### src/rtl/smart_store_pkg.sv
// Shared constants, state encoding and catalogue lookup for the smart-store cart ledger.
package smart_store_pkg;

  localparam int unsigned BC_W   = 16;
  localparam int unsigned COST_W = 10;
  localparam int unsigned N_PROD = 4;
  localparam int unsigned IDX_W  = 2;

  localparam logic [BC_W-1:0] BC_A = 16'hF0F0;
  localparam logic [BC_W-1:0] BC_B = 16'h5555;
  localparam logic [BC_W-1:0] BC_C = 16'hF00F;
  localparam logic [BC_W-1:0] BC_D = 16'h0F0F;

  localparam logic [COST_W-1:0] PRICE_A = 10'd50;
  localparam logic [COST_W-1:0] PRICE_B = 10'd30;
  localparam logic [COST_W-1:0] PRICE_C = 10'd20;
  localparam logic [COST_W-1:0] PRICE_D = 10'd15;

  typedef enum logic [1:0] {IDLE, SCANNED, COMMIT, WAIT_CLR} state_e;

  typedef struct packed {
    logic              known;
    logic [IDX_W-1:0]  idx;
    logic [COST_W-1:0] price;
  } prod_info_t;

  // Unknown barcodes map to index 0 with price 0 and known cleared.
  function automatic prod_info_t price_of(input logic [BC_W-1:0] bc);
    prod_info_t info;
    info = '0;
    case (bc)
      BC_A: begin info.known = 1'b1; info.idx = 2'd0; info.price = PRICE_A; end
      BC_B: begin info.known = 1'b1; info.idx = 2'd1; info.price = PRICE_B; end
      BC_C: begin info.known = 1'b1; info.idx = 2'd2; info.price = PRICE_C; end
      BC_D: begin info.known = 1'b1; info.idx = 2'd3; info.price = PRICE_D; end
      default: ;
    endcase
    return info;
  endfunction

endpackage

### src/rtl/remove_product_if.sv
// Cart ledger bus: add path, removal sensors and ledger outputs.
interface remove_product_if;
  import smart_store_pkg::*;

  logic              add_valid;
  logic [BC_W-1:0]   add_barcode;
  logic              object_out;
  logic              object_outside;
  logic [BC_W-1:0]   barcode;
  logic [COST_W-1:0] cost;
  logic [7:0]        item_count;
  logic              removed;
  logic              rm_err;
  logic              busy;

  modport master (
    output add_valid, add_barcode, object_out, object_outside, barcode,
    input  cost, item_count, removed, rm_err, busy
  );

  modport slave (
    input  add_valid, add_barcode, object_out, object_outside, barcode,
    output cost, item_count, removed, rm_err, busy
  );

endinterface

### src/rtl/product_lookup.sv
// Combinational barcode-to-catalogue decode.
module product_lookup
  import smart_store_pkg::*;
(
  input  logic [BC_W-1:0]   barcode,
  output logic              known,
  output logic [IDX_W-1:0]  idx,
  output logic [COST_W-1:0] price
);

  prod_info_t info;

  // Decode through the shared catalogue function.
  always_comb begin
    info = price_of(barcode);
  end

  assign known = info.known;
  assign idx   = info.idx;
  assign price = info.price;

endmodule

### src/rtl/remove_product.sv
// Cart ledger: per-product counters, running bill and two-phase removal FSM.
module remove_product
  import smart_store_pkg::*;
#(
  parameter int unsigned TIMEOUT = 16,
  parameter int unsigned CNT_W   = 4
) (
  input logic            clk,
  input logic            reset,
  remove_product_if.slave bus
);

  localparam int unsigned TMR_W = $clog2(TIMEOUT + 1);
  localparam int unsigned SUM_W = COST_W + 2;
  localparam logic [CNT_W-1:0] CNT_MAX = '1;

  state_e            state_q, state_d;
  logic [BC_W-1:0]   bc_q, bc_d;
  logic [TMR_W-1:0]  timer_q, timer_d;
  logic [CNT_W-1:0]  cnt_q [N_PROD];
  logic [CNT_W-1:0]  cnt_d [N_PROD];
  logic [COST_W-1:0] cost_q, cost_d;
  logic [7:0]        items_q, items_d;
  logic              removed_q, removed_d;
  logic              err_q, err_d;

  logic              do_commit, fsm_err, ledger_err, add_ok, rm_ok;
  logic [SUM_W-1:0]  sum;

  logic              add_known, rm_known;
  logic [IDX_W-1:0]  add_idx, rm_idx;
  logic [COST_W-1:0] add_price, rm_price;

  product_lookup u_add_lookup (
    .barcode (bus.add_barcode),
    .known   (add_known),
    .idx     (add_idx),
    .price   (add_price)
  );

  // Removal decodes the barcode latched at scan time, not the live scanner.
  product_lookup u_rm_lookup (
    .barcode (bc_q),
    .known   (rm_known),
    .idx     (rm_idx),
    .price   (rm_price)
  );

  // State, ledger and output pulse registers.
  always_ff @(posedge clk or negedge reset) begin
    if (!reset) begin
      state_q   <= IDLE;
      bc_q      <= '0;
      timer_q   <= '0;
      cost_q    <= '0;
      items_q   <= '0;
      removed_q <= 1'b0;
      err_q     <= 1'b0;
      for (int i = 0; i < N_PROD; i++) cnt_q[i] <= '0;
    end else begin
      state_q   <= state_d;
      bc_q      <= bc_d;
      timer_q   <= timer_d;
      cost_q    <= cost_d;
      items_q   <= items_d;
      removed_q <= removed_d;
      err_q     <= err_d;
      for (int i = 0; i < N_PROD; i++) cnt_q[i] <= cnt_d[i];
    end
  end

  // Removal FSM next state; exits take priority over the timeout.
  always_comb begin
    state_d   = state_q;
    bc_d      = bc_q;
    timer_d   = timer_q;
    do_commit = 1'b0;
    fsm_err   = 1'b0;
    unique case (state_q)
      IDLE: begin
        if (bus.object_out && !bus.object_outside) begin
          bc_d    = bus.barcode;
          timer_d = '0;
          state_d = SCANNED;
        end
      end
      SCANNED: begin
        if (bus.object_out && bus.object_outside) begin
          fsm_err = 1'b1;
          state_d = IDLE;
        end else if (!bus.object_out && bus.object_outside) begin
          state_d = COMMIT;
        end else if (!bus.object_out && !bus.object_outside) begin
          state_d = IDLE;
        end else if (timer_q == TMR_W'(TIMEOUT - 1)) begin
          fsm_err = 1'b1;
          state_d = IDLE;
        end else begin
          timer_d = timer_q + 1'b1;
        end
      end
      COMMIT: begin
        do_commit = 1'b1;
        state_d   = WAIT_CLR;
      end
      WAIT_CLR: begin
        if (!bus.object_out && !bus.object_outside) state_d = IDLE;
      end
      default: state_d = IDLE;
    endcase
  end

  // Ledger update; add and commit checks both use pre-cycle counters so they net out.
  always_comb begin
    cnt_d      = cnt_q;
    items_d    = items_q;
    ledger_err = 1'b0;
    add_ok     = bus.add_valid && add_known && (cnt_q[add_idx] != CNT_MAX);
    rm_ok      = do_commit && rm_known && (cnt_q[rm_idx] != '0);
    if (bus.add_valid && !add_ok) ledger_err = 1'b1;
    if (do_commit && !rm_ok) ledger_err = 1'b1;
    if (add_ok) begin
      cnt_d[add_idx] = cnt_d[add_idx] + 1'b1;
      items_d        = items_d + 8'd1;
    end
    if (rm_ok) begin
      cnt_d[rm_idx] = cnt_d[rm_idx] - 1'b1;
      items_d       = items_d - 8'd1;
    end
    sum = {2'b00, cost_q}
        + (add_ok ? {2'b00, add_price} : '0)
        - (rm_ok  ? {2'b00, rm_price}  : '0);
    // Top bit set means the debit went below zero; next bit means it passed the cap.
    if (sum[SUM_W-1]) begin
      cost_d     = '0;
      ledger_err = 1'b1;
    end else if (sum[SUM_W-2]) begin
      cost_d     = '1;
      ledger_err = 1'b1;
    end else begin
      cost_d = sum[COST_W-1:0];
    end
    removed_d = rm_ok;
    err_d     = fsm_err | ledger_err;
  end

  assign bus.cost       = cost_q;
  assign bus.item_count = items_q;
  assign bus.removed    = removed_q;
  assign bus.rm_err     = err_q;
  assign bus.busy       = (state_q != IDLE);

endmodule

### src/flat_wrapper.sv
// flat-port wrapper written by rule: the top's interface ports become plain ports
module remove_product_flat import smart_store_pkg::*;
#(
  parameter int unsigned TIMEOUT = 16,
  parameter int unsigned CNT_W   = 4
)
  (clk, reset, bus_add_valid, bus_add_barcode, bus_object_out, bus_object_outside, bus_barcode, bus_cost, bus_item_count, bus_removed, bus_rm_err, bus_busy);
  remove_product_if bus_i ();
  input logic clk;
  input logic reset;
  input wire logic [$bits(bus_i.add_valid)-1:0] bus_add_valid;
  input wire logic [$bits(bus_i.add_barcode)-1:0] bus_add_barcode;
  input wire logic [$bits(bus_i.object_out)-1:0] bus_object_out;
  input wire logic [$bits(bus_i.object_outside)-1:0] bus_object_outside;
  input wire logic [$bits(bus_i.barcode)-1:0] bus_barcode;
  output wire logic [$bits(bus_i.cost)-1:0] bus_cost;
  output wire logic [$bits(bus_i.item_count)-1:0] bus_item_count;
  output wire logic [$bits(bus_i.removed)-1:0] bus_removed;
  output wire logic [$bits(bus_i.rm_err)-1:0] bus_rm_err;
  output wire logic [$bits(bus_i.busy)-1:0] bus_busy;
  assign bus_i.add_valid = bus_add_valid;
  assign bus_i.add_barcode = bus_add_barcode;
  assign bus_i.object_out = bus_object_out;
  assign bus_i.object_outside = bus_object_outside;
  assign bus_i.barcode = bus_barcode;
  assign bus_cost = bus_i.cost;
  assign bus_item_count = bus_i.item_count;
  assign bus_removed = bus_i.removed;
  assign bus_rm_err = bus_i.rm_err;
  assign bus_busy = bus_i.busy;
  remove_product #(.TIMEOUT(TIMEOUT), .CNT_W(CNT_W)) u_core (.clk(clk), .reset(reset), .bus(bus_i));
endmodule
### config.mk
export PLATFORM = sky130hd
export DESIGN_NAME = remove_product_flat
export DESIGN_NICKNAME = d
export VERILOG_FILES = /design/src/rtl/smart_store_pkg.sv /design/src/rtl/remove_product_if.sv /design/src/rtl/product_lookup.sv /design/src/rtl/remove_product.sv /design/src/flat_wrapper.sv
export SDC_FILE = /design/constraint.sdc
export NUM_CORES = 1
export LEC_CHECK = 0
export BUFFER_PORTS_ARGS = -buffer_cell sky130_fd_sc_hd__buf_2
export CORE_AREA = 5 5 98 100
export DETAILED_ROUTE_END_ITERATION = 8
export DIE_AREA = 0 0 103 105
export GPL_ROUTABILITY_DRIVEN = 0
export PLACE_DENSITY = 0.82
export SKIP_CTS_REPAIR_TIMING = 1
export SLEW_MARGIN = 20
export SYNTH_ARGS = -nofsm -noshare
export SYNTH_HDL_FRONTEND = slang
export SYNTH_HIERARCHICAL = 1
export SYNTH_SLANG_ARGS = --single-unit
### constraint.sdc
create_clock -name clk -period 5.19 [get_ports clk]
set_input_delay 0.519 -clock clk [delete_from_list [all_inputs] [get_ports clk]]
set_output_delay 0.519 -clock clk [all_outputs]
set_load 0.01 [all_outputs]
Word-level counts from Yosys, hierarchy flattened
Index checks and enable logic that the tools add are counted.

word-level totals
  input port bits = 37
  flip-flop bits (word level) = 59
  output and inout port bits = 21

operators by class
  equality and inequality tests = 20
  mux-type cells = 48
  $add $sub $neg = 7
  magnitude comparators = 4
  reductions and logical operators = 23
  bitwise gates (word level) = 3

operators with widths
  operator                                                     count
  case mux 13 bit (4 select lines)                             2
  equality test 16 bit (second input constant)                 4
  two-way mux 10 bit                                           4
  bitwise mux 16 bit                                           2
  equality test 16 x 12 -> 1 bit (second input constant)       2
  equality test 16 x 15 -> 1 bit (second input constant)       2
  two-way mux 16 bit                                           2
  two-way mux 4 bit                                            8
  two-way mux 5 bit                                            5
  binary-select mux 4 bit (select 2 bit)                       3
  demux 4 bit (select 2 bit)                                   2
  two-way mux 8 bit                                            2
  adder 10 x 12 -> 12 bit                                      1
  logical AND 1 bit                                            12
  two-way mux 2 bit                                            6
  subtractor 12 bit                                            1
  two-way mux 1 bit                                            10
  case mux 5 bit (2 select lines)                              1
  adder 8 x 1 -> 8 bit (second input constant)                 1
  != test 2 bit (second input constant)                        4
  case mux 2 bit (4 select lines)                              1
  subtractor 8 x 1 -> 8 bit (second input constant)            1
  >= comparator 3 bit (second input constant)                  2
  less-than comparator 3 x 1 -> 1 bit (second input constant)  2
  18 further kinds                                             25

Longest topological paths before layout
Gate-level depths: netlist of the first run.

  depth in word-level cells = 15
  depth in mapped cells = 24
  mapped depth without buffers = 21

Modules after synthesis
Netlist of the first run, hierarchy kept.

modules (own cells, without submodules)
  module          times used  cells each  area an instance (um2)
  remove_product  1           403         4022.6
  product_lookup  2           32          211.5

Worst setup path after synthesis of the first run
Ideal clock, no wire load.

  kind = input port to flip-flop
  start point = input bus_add_barcode[7]
  end point = register u_core.cost_q[0], in the netlist u_core/bus.cost[0]
  setup slack = -0.715 ns
  arrival time = 5.773 ns
  stages on the path = 24
  path buffers = 4
  path through = nand4bb_1 or4_4 or2_4 nand2_1 buf_6 mux4_1 ha_1 buf_2 nand2b_1 o22ai_1 a21boi_2 clkbuf_1 nand2_1 fa_1 inv_1 ha_1 or4_1 o21ai_0 inv_1 a31oi_1 o21bai_1 a211oi_1 clkbuf_1 nor2_1

between the ends
  cells in the longest elaborated chain, start to end = 13
  elaborated cells on any way between the ends = 17
  those cells by class = add/sub: 2; eq/ne: 5; mux: 7; bitwise: 1; reduce/logical: 2

ends and longest elaborated chain
  item                                                          RTL line               source
  start, declared                                               flat_wrapper.sv:12     input wire logic [$bits(bus_i.add_barcode)-1:0] bus_add_barcode;
  equality test 16 x 12 -> 1 bit, or another cell as far along  smart_store_pkg.sv:31  case (bc)
  case mux 13 bit (4 select lines) *                            smart_store_pkg.sv:31
  net u_core.add_idx[0]                                         remove_product.sv:31   logic [IDX_W-1:0] add_idx, rm_idx;
  inverter 2 -> 3 bit (implied by the code) *                   remove_product.sv:118  add_ok = bus.add_valid && add_known && (cnt_q[add_idx] != CNT_MAX);
  binary-select mux 4 bit (select 2 bit) *                      remove_product.sv:118
  two-way mux 4 bit (implied by the code) * (2 in a row)        remove_product.sv:118
  != test 4 bit *                                               remove_product.sv:118
  logical AND 1 bit *                                           remove_product.sv:118
  two-way mux 10 bit *                                          remove_product.sv:131  + (add_ok ? {2'b00, add_price} : '0)
  adder 10 x 12 -> 12 bit *                                     remove_product.sv:131
  subtractor 12 bit *                                           remove_product.sv:132  - (rm_ok ? {2'b00, rm_price} : '0);
  two-way mux 10 bit                                            remove_product.sv:137  end else if (sum[SUM_W-2]) begin
  two-way mux 10 bit *                                          remove_product.sv:134  if (sum[SUM_W-1]) begin
  net u_core.cost_d[0]                                          remove_product.sv:22   logic [COST_W-1:0] cost_q, cost_d;
  end signal, assigned                                          remove_product.sv:64   cost_q <= cost_d;
  end, declared                                                 remove_product.sv:22

The timed path passes the listed nets; every way through them passes the cells marked *. The select of a mux whose other input is x is not followed.
A chain may end at the register's enable or synchronous reset.

Final worst setup path of the first run
  start point = input bus_add_barcode[15]
  end point = register u_core.err_q, in the netlist u_core/bus.rm_err

between the ends
  cells in the longest elaborated chain, start to end = 15
  elaborated cells on any way between the ends = 22
  those cells by class = add/sub: 2; eq/ne: 5; mux: 9; bitwise: 2; reduce/logical: 4

ends and longest elaborated chain
  item                                                                             RTL line               source
  equality test 16 x 12 -> 1 bit, or another cell as far along                     smart_store_pkg.sv:31
  case mux 13 bit (4 select lines) *                                               smart_store_pkg.sv:31
  net u_core.add_idx[0]                                                            remove_product.sv:31
  inverter 2 -> 3 bit (implied by the code) *                                      remove_product.sv:118
  binary-select mux 4 bit (select 2 bit) *                                         remove_product.sv:118
  two-way mux 4 bit (implied by the code) * (2 in a row)                           remove_product.sv:118
  != test 4 bit *                                                                  remove_product.sv:118
  logical AND 1 bit *                                                              remove_product.sv:118
  parallel branches: the longest is 5 deep, another holds adder 10 x 12 -> 12 bit  --
  two-way mux 1 bit *                                                              remove_product.sv:134
  bitwise OR 1 bit *                                                               remove_product.sv:144  err_d = fsm_err | ledger_err;
  net u_core.err_d                                                                 remove_product.sv:25   logic err_q, err_d;
  end signal, assigned                                                             remove_product.sv:67   err_q <= err_d;
  end, declared                                                                    remove_product.sv:25

Mark *: on every way through the listed nets, which the timed path passes. The select of a mux whose other input is x is not followed.

==> out/qor.csv, run 1 <==
stage,metric,value,unit
critical_path,data arrival time of the critical path,5.34,ns
power,Cell Pwr Density,452.7,nW/um2
critical_path,Worst setup EP type,flip-flop,
die,Die X,103,um
placement,Placed Cells,640,
logic_synthesis,"top cells by count, synth","dfrtp_1, nand2_1, a21oi_1, inv_1, nor2_1",
hold_path,Worst Hold Class,in -> async,
die,IO Pins,58,
logic_synthesis,Synth Area per Inst,9.519,um2
cells_and_area,ant diodes,0,
cells_and_area,final-stage net count,610,
detailed_routing,DRC,0,
cells_and_area,layout-stage area growth over the synthesis result,17.87,%
die,Die ar.,10820,um2
placement,dpl hpwl,8.080,mm
sta,clock skew,0.01301,ns
global_routing,GRT met1 Usage,25.48,%
logic_synthesis,Synth Cell Area,4446,um2
critical_path,critical path depth in cells,23,
clock_network,CTS root buf,clkbuf_8,
clock_network,clk_lat worst skew,0.34,ns
logic_synthesis,number of synthesized flops with an enable pin,0,
critical_path,CP cell instances,buf_2 > nand4bb_1 > or4_4 > or2_4 > nand2_2 > mux4_2 > ha_4 > nand2b_4 > o22ai_4 > a21boi_4 > buf_4 > nand2_2 > fa_1 > inv_2 > ha_4 > or4_1 > o21ai_1 > inv_1 > a31oi_2 > o21bai_1 > a211oi_2 > buf_4 > nand4b_1,
global_routing,first-pass GRT wire length,17.83,mm
clock_network,Worst-path clk slew,0.08,ns
sta,max_slew headroom,46.78,%
cells_and_area,Fill cells,691,
global_routing,largest net degree at the start of global routing,60,
clock_network,CTS Buffer Depth,2,
critical_path,cell family contributing the most delay on the critical path,simple AND/OR/NAND/NOR gates,
critical_path,r2r setup slk,0.37,ns
logic_synthesis,top cell type's share of synthesized area,33.21,%
logic_synthesis,Yosys cell types,64,
run_status,status,finished clean,
die,Initial Util,51.73,%
clock_network,clock buffer count from CTS,9,
critical_path,"Req. time, crit path",5.47,ns
critical_path,CP bufs+invs,5,
logic_synthesis,top_reg_cell synth,dfrtp_1,
sta,setup_tns,0,ns
sta,fin crit period,5.061,ns
sta,endpoints failing setup,0,
global_routing,GR Layer Usage met3,4.797,%
logic_synthesis,top post-synthesis cells by area,"dfrtp_1, mux2i_1, ha_1, mux2_2, nand2_1",
clock_network,CTS H-tree lvls,3,
logic_synthesis,top-count cell post-synth,dfrtp_1,
die,Row Count,34,
clock_network,Num Clock Sinks,59,
critical_path,critical path startpoint category,input port,
critical_path,Worst setup endpoint,u_core/bus.rm_err,
logic_synthesis,"FF+latch count, synth",59,
logic_synthesis,cell taking the most area after synthesis,dfrtp_1,
critical_path,Worst path max stage delay,0.56,ns
critical_path,Reg2Reg Depth,19,
clock_network,TritonCTS clock tree,built,
logic_synthesis,Mapped Cells,467,
placement,PortBufs,57,
power,peak supply drop,0.2868,mV
detailed_routing,1st-iter DRT viols,278,
global_routing,busiest grt layer,met2,
power,Static Leak,0.002361,uW
sta,"Slew Viols, Final",0,
critical_path,Critical Path Start,bus_add_barcode[15],
global_routing,initial antenna violation count,0,
critical_path,worst-path maximum fanout,6,
sta,Tcrit/Tclk final,97.51,%
logic_synthesis,YS warnings,6,
critical_path,cell at the slowest stage of the critical path,or4_4,
critical_path,Setup CP Type,in -> reg,
logic_synthesis,"Seq/Total Area, Yosys",33.21,%
cells_and_area,Post-Layout Cell Count,658,
global_routing,all-layer global routing usage,20.57,%
detailed_routing,final wirelength,10.81,mm
detailed_routing,DRT Pass-1 Iters,5,
cells_and_area,layout cells sized above 1,28.91,%
sta,fmax,197.6,MHz
detailed_routing,post-DR wirelength/cell,16.43,um
sta,Worst Max-Slew Pin Slew,0.7975,ns
detailed_routing,Via Count,3870,
critical_path,RR Endpoint,u_core/bus.rm_err,
detailed_routing,DR vias/cell,5.881,
logic_synthesis,Async SR Flop Fraction,100.0,%
global_routing,grt met2 use,34.92,%
critical_path,RR Startpoint,u_core/bc_q[7],
die,Die Height,105,um
detailed_routing,final antenna-violating net count,0,
sta,final hold vios,0,
cells_and_area,final core utilization,60.98,%
die,Core Box Area,8593,um2
global_routing,total gr overflow,0,
global_routing,vias in the first global route,3879,
flow_run,max cap viols,0,
sta,Worst Hold Slack,0.3281,ns
[layer usage]
layer	up-vias	wire length [um]
met5	-	0
met4	0	208
met3	23	778
met2	155	5464
met1	1876	4357
li1	1816	-
[power breakdown]
| group | internal [uW] | switching (uW) |
|---|---|---|
| Clock | 171 | 204 |
| Sequential | 601 | 112 |
| Combinational | 635 | 649 |
[cell families (layout without fill, tap and decap cells)]
logic type / after synthesis / after routing / share of synthesized area (%)
AOI/OAI and AO/OA: 88 / 88 / 12.81
xor gates and xnor gates: 27 / 27 / 5.320
adders and majority gates: 27 / 27 / 9.288
buffers and inverters: 53 / 130 / 5.713
DFF: 59 / 59 / 33.21
muxes: 45 / 45 / 12.21
other: 2 / 8 / 0.1689
and+or+nand+nor: 166 / 166 / 21.28
[how the worst min path moves through the flow]
stage,slack (ns),depth (start not counted),to,startpoint
2_1_floorplan,0.22,0,asynchronous set/reset pin,reset
3_3_place_gp,0.45,1,u_core/bus.item_count[7],u_core/bus.item_count[7]
3_5_place_dp,0.46,1,u_core/bus.item_count[7],u_core/bus.item_count[7]
4_1_cts,0.34,2,u_core/cnt_q[14],reset
5_1_grt,0.38,2,u_core/bc_q[7],bus_barcode[7]
6_report,0.33,2,u_core/cnt_q[14],reset
[cell usage in the layout (no fill, tap or decap), drive strengths merged, types with 17 or more instances in the layout]
master,instances
o21ai,23
ha,17
buf,86
dfrtp,59
nand2,54
inv,29
a21oi,29
nor2,24
xnor2,21
mux2i,22
mux2,18
[sequential cells by signal, summed over array words and instances (netlist names), named ones only]
| register | flops |
|---|---|
| u_core/bus.item_count | 8 |
| u_core/bus.removed | 1 |
| u_core/bus.rm_err | 1 |
| u_core/cnt_q | 16 |
| u_core/timer_q | 5 |
| u_core/bc_q | 16 |
| u_core/state_q | 1 |
| u_core/bus.cost | 10 |
[through the flow]
| stage | setup WS [ns] | power, uW | instance area, um2 |
|---|---|---|---|
| global placement | -0.03026 | 1856 | 5006 |
| floorplan | -0.2158 | 1524 | 4551 |
| global route | -0.02978 | 2555 | 5240 |
| detailed placement | -0.1628 | 1916 | 5009 |
| finish | 0.1295 | 2372 | 5240 |
| CTS | 0.07472 | 2321 | 5176 |
[cell type report]
| type | count | area [um2] | area share (%) |
|---|---|---|---|
| clock buffer | 9 | 123.9 | 2.364 |
| clock inverter | 6 | 43.79 | 0.8357 |
| inverter | 29 | 108.9 | 2.077 |
| multi-input combinational | 361 | 2849 | 54.37 |
| sequential | 59 | 1476 | 28.18 |
| tap | 108 | 135.1 | 2.579 |
| timing repair buffer | 86 | 503.0 | 9.599 |
Power figures use the tool's default switching activity.
==> run 2: changes to the inputs <==
--- a/config.mk
+++ b/config.mk
@@ -6,9 +6,9 @@
 export NUM_CORES = 1
 export LEC_CHECK = 0
 export BUFFER_PORTS_ARGS = -buffer_cell sky130_fd_sc_hd__buf_2
-export CORE_AREA = 5 5 98 100
+export CORE_AREA = 5 5 96 98
 export DETAILED_ROUTE_END_ITERATION = 8
-export DIE_AREA = 0 0 103 105
+export DIE_AREA = 0 0 101 103
 export GPL_ROUTABILITY_DRIVEN = 0
 export PLACE_DENSITY = 0.82
 export SKIP_CTS_REPAIR_TIMING = 1
==> constraint.sdc (replaced) <==
create_clock -name clk -period 5.84 [get_ports clk]
set_input_delay 0.584 -clock clk [delete_from_list [all_inputs] [get_ports clk]]
set_output_delay 0.584 -clock clk [all_outputs]
set_load 0.01 [all_outputs]
==> run 2 against run 1 <==
  * Final cell count down 2.6%
  * Sequential share of layout area rose by 1.3 points
  * Worst setup slack better by 0.20 ns
  * Worst hold slack better by 0.050 ns
  * Combinational power decreased by 28%
  * Sequential cell count unchanged
  * Utilization shrank 1.2 points
  * Critical path type unchanged
  * Highest routed layer unchanged
==> out/qor.csv, run 2 (synthesis results as in run 1) <==
stage,metric,value,unit,change
detailed_routing,DRC,0,,unchanged
cells_and_area,most frequent cells in the layout,"dfrtp_1, buf_2, nand2_1",,
critical_path,Reg2Reg Depth,21,,+2
detailed_routing,1st-iter DRT viols,235,,-15%
critical_path,data arrival time of the critical path,5.74,ns,+0.40 ns
sta,Tcrit/Tclk final,94.30,%,
cells_and_area,ant diodes,0,,unchanged
global_routing,vias in the first global route,3668,,-5.4%
sta,max_slew headroom,49.79,%,+3.0 points
cells_and_area,layout-stage area growth over the synthesis result,12.78,%,
die,Row Count,34,,unchanged
placement,PortBufs,57,,unchanged
die,Core Box Area,8381,um2,-2.5%
critical_path,"Req. time, crit path",6.07,ns,+0.60 ns
cells_and_area,final-stage net count,592,,-3.0%
clock_network,CTS Buffer Depth,2,,unchanged
sta,fmax,181.6,MHz,
sta,final hold vios,0,,unchanged
power,Cell Pwr Density,379.1,nW/um2,-16%
critical_path,CP most frequent cell,ha_1,,
critical_path,Worst setup EP type,flip-flop,,
detailed_routing,final wirelength,9.930,mm,-8.1%
detailed_routing,post-DR wirelength/cell,15.49,um,-5.7%
critical_path,cell family contributing the most delay on the critical path,compound AO/OA/AOI/OAI gates,,
sta,RSZ-0062 raised after global routing,false,,
critical_path,Worst path max stage delay,0.60,ns,+0.04 ns
clock_network,CTS H-tree lvls,3,,unchanged
power,peak supply drop,0.2271,mV,-21%
sta,setup slack after layout,0.3328,ns,+0.2034 ns
power,Tot Pwr,1900,uW,-20%
hold_path,Worst Hold Class,in -> async,,
global_routing,largest net degree at the start of global routing,60,,unchanged
clock_network,Num Clock Sinks,59,,unchanged
critical_path,Setup CP Type,in -> reg,,
critical_path,critical path depth in cells,21,,-8.7%
die,Die ar.,10400,um2,-3.8%
sta,fin crit period,5.507,ns,
detailed_routing,Via Count,3700,,-4.4%
flow_run,max cap viols,0,,unchanged
critical_path,CP cell instances,buf_2 > nand4bb_1 > or4_4 > or2_4 > nand2_1 > mux4_1 > ha_1 > nand2b_1 > o22ai_1 > a21boi_2 > and2_1 > fa_1 > ha_1 > a21o_1 > a21oi_1 > o21ai_0 > a31oi_1 > o21bai_1 > a211oi_1 > buf_4 > nor2_1,,
cells_and_area,"most common cell after layout, fill and taps aside",dfrtp_1,,
sta,endpoints failing setup,0,,unchanged
clock_network,CTS root buf,clkbuf_8,,
sta,setup_tns,0,ns,unchanged
critical_path,CP bufs+invs,2,,-3
detailed_routing,final antenna-violating net count,0,,unchanged
placement,post-place setup slack,0.03748,ns,+0.2003 ns
detailed_routing,DR vias/cell,5.772,,-1.9%
die,Initial Util,53.05,%,+1.3 points
clock_network,clk_lat worst skew,0.35,ns,about the same
power,Static Leak,0.002268,uW,-4.0%
sta,clock skew,0.01588,ns,+0.002861 ns
sta,Worst Max-Slew Pin Slew,0.7523,ns,-0.04517 ns
cells_and_area,layout cells sized above 1,23.26,%,-5.6 points
critical_path,critical path startpoint category,input port,,
detailed_routing,DRT Pass-1 Iters,5,,unchanged
sta,"Slew Viols, Final",0,,unchanged
clock_network,clock buffer count from CTS,9,,unchanged
die,IO Pins,58,,unchanged
global_routing,initial antenna violation count,0,,unchanged
critical_path,cell at the slowest stage of the critical path,mux4_1,,
critical_path,worst-path maximum fanout,11,,+5
die,Die Height,103,um,-1.9%
global_routing,all-layer global routing usage,19.74,%,-0.83 points
run_status,status,finished clean,,
global_routing,first-pass GRT wire length,16.39,mm,-8.0%
clock_network,TritonCTS clock tree,built,,
placement,dpl hpwl,7.535,mm,-6.7%
die,Die X,101,um,-1.9%
clock_network,Worst-path clk slew,0.08,ns,about the same
global_routing,total gr overflow,0,,unchanged
[run 2: cell types whose count changed in the layout (fill, tap and decap cells not counted), moves of 3 or more]
cell,delta
inv_6,+4
buf_4,-18
ha_1,+3
ha_4,-3
nand2_1,+4
[run 2: final cells by class]
type                            instances  area [um2]
Tap cell                              108       135.1
Sequential cell                        59        1476
Clock buffer                            9       123.9
Fill cell                             693        3367
Inverter                               29       108.9
Multi-Input combinational cell        361        2745
Timing Repair Buffer                   68       367.9
Clock inverter                          7       56.30
[run 2: stage by stage]
step | hold slack (ns) | utilization, % | instance area [um2] | instances
after global placement | 0.4548 | 57.64 | 4831 | 625
after detailed placement | 0.4681 | 57.67 | 4833 | 625
after global routing | 0.4344 | 59.82 | 5014 | 641
final | 0.3780 | 59.82 | 5014 | 641
after CTS | 0.3960 | 59.82 | 5014 | 641
after floorplan | 0.2884 | - | 4471 | 473
[run 2: metal layers]
metal	share of wire [%]	up-vias	GRT usage [%]
met5	0	-	0
met4	0.87	0	6.442
met3	6.8	10	4.668
met2	49	132	34.03
met1	43	1775	24.53
li1	-	1783	-
[run 2: worst paths after layout]
check / startpoint / endpoint / slack (ns)
setup / recovery: bus_add_barcode[7] / u_core/bus.cost[0] / 0.33
hold / removal: reset / u_core/bus.rm_err / 0.38
setup reg to reg: u_core/bc_q[7] / u_core/bus.rm_err / 0.64
hold reg to reg: u_core/bus.item_count[7] / u_core/bus.item_count[7] / 0.48
max in group asynchronous: reset / u_core/timer_q[4] / 4.95
min in group clk: bus_barcode[15] / u_core/bc_q[15] / 0.46
[run 2: worst register-to-register path, delay by kind of cell, from the launching register on]
kind	cells	cell delay, ns
adder cells (fa/ha/maj)	2	0.78
buffers and inverters	4	0.56
AND/OR/NAND/NOR	10	2.19
flip-flops	1	0.39
AO/OA/AOI/OAI	4	0.77
multiplexers	1	0.40
[run 2: power breakdown]
group	total (uW)	leakage, uW	internal [uW]	switching, uW
Clock	346	0.0000910	159	186
Combinational	922	0.00150	427	496
Sequential	632	0.000677	534	98.1
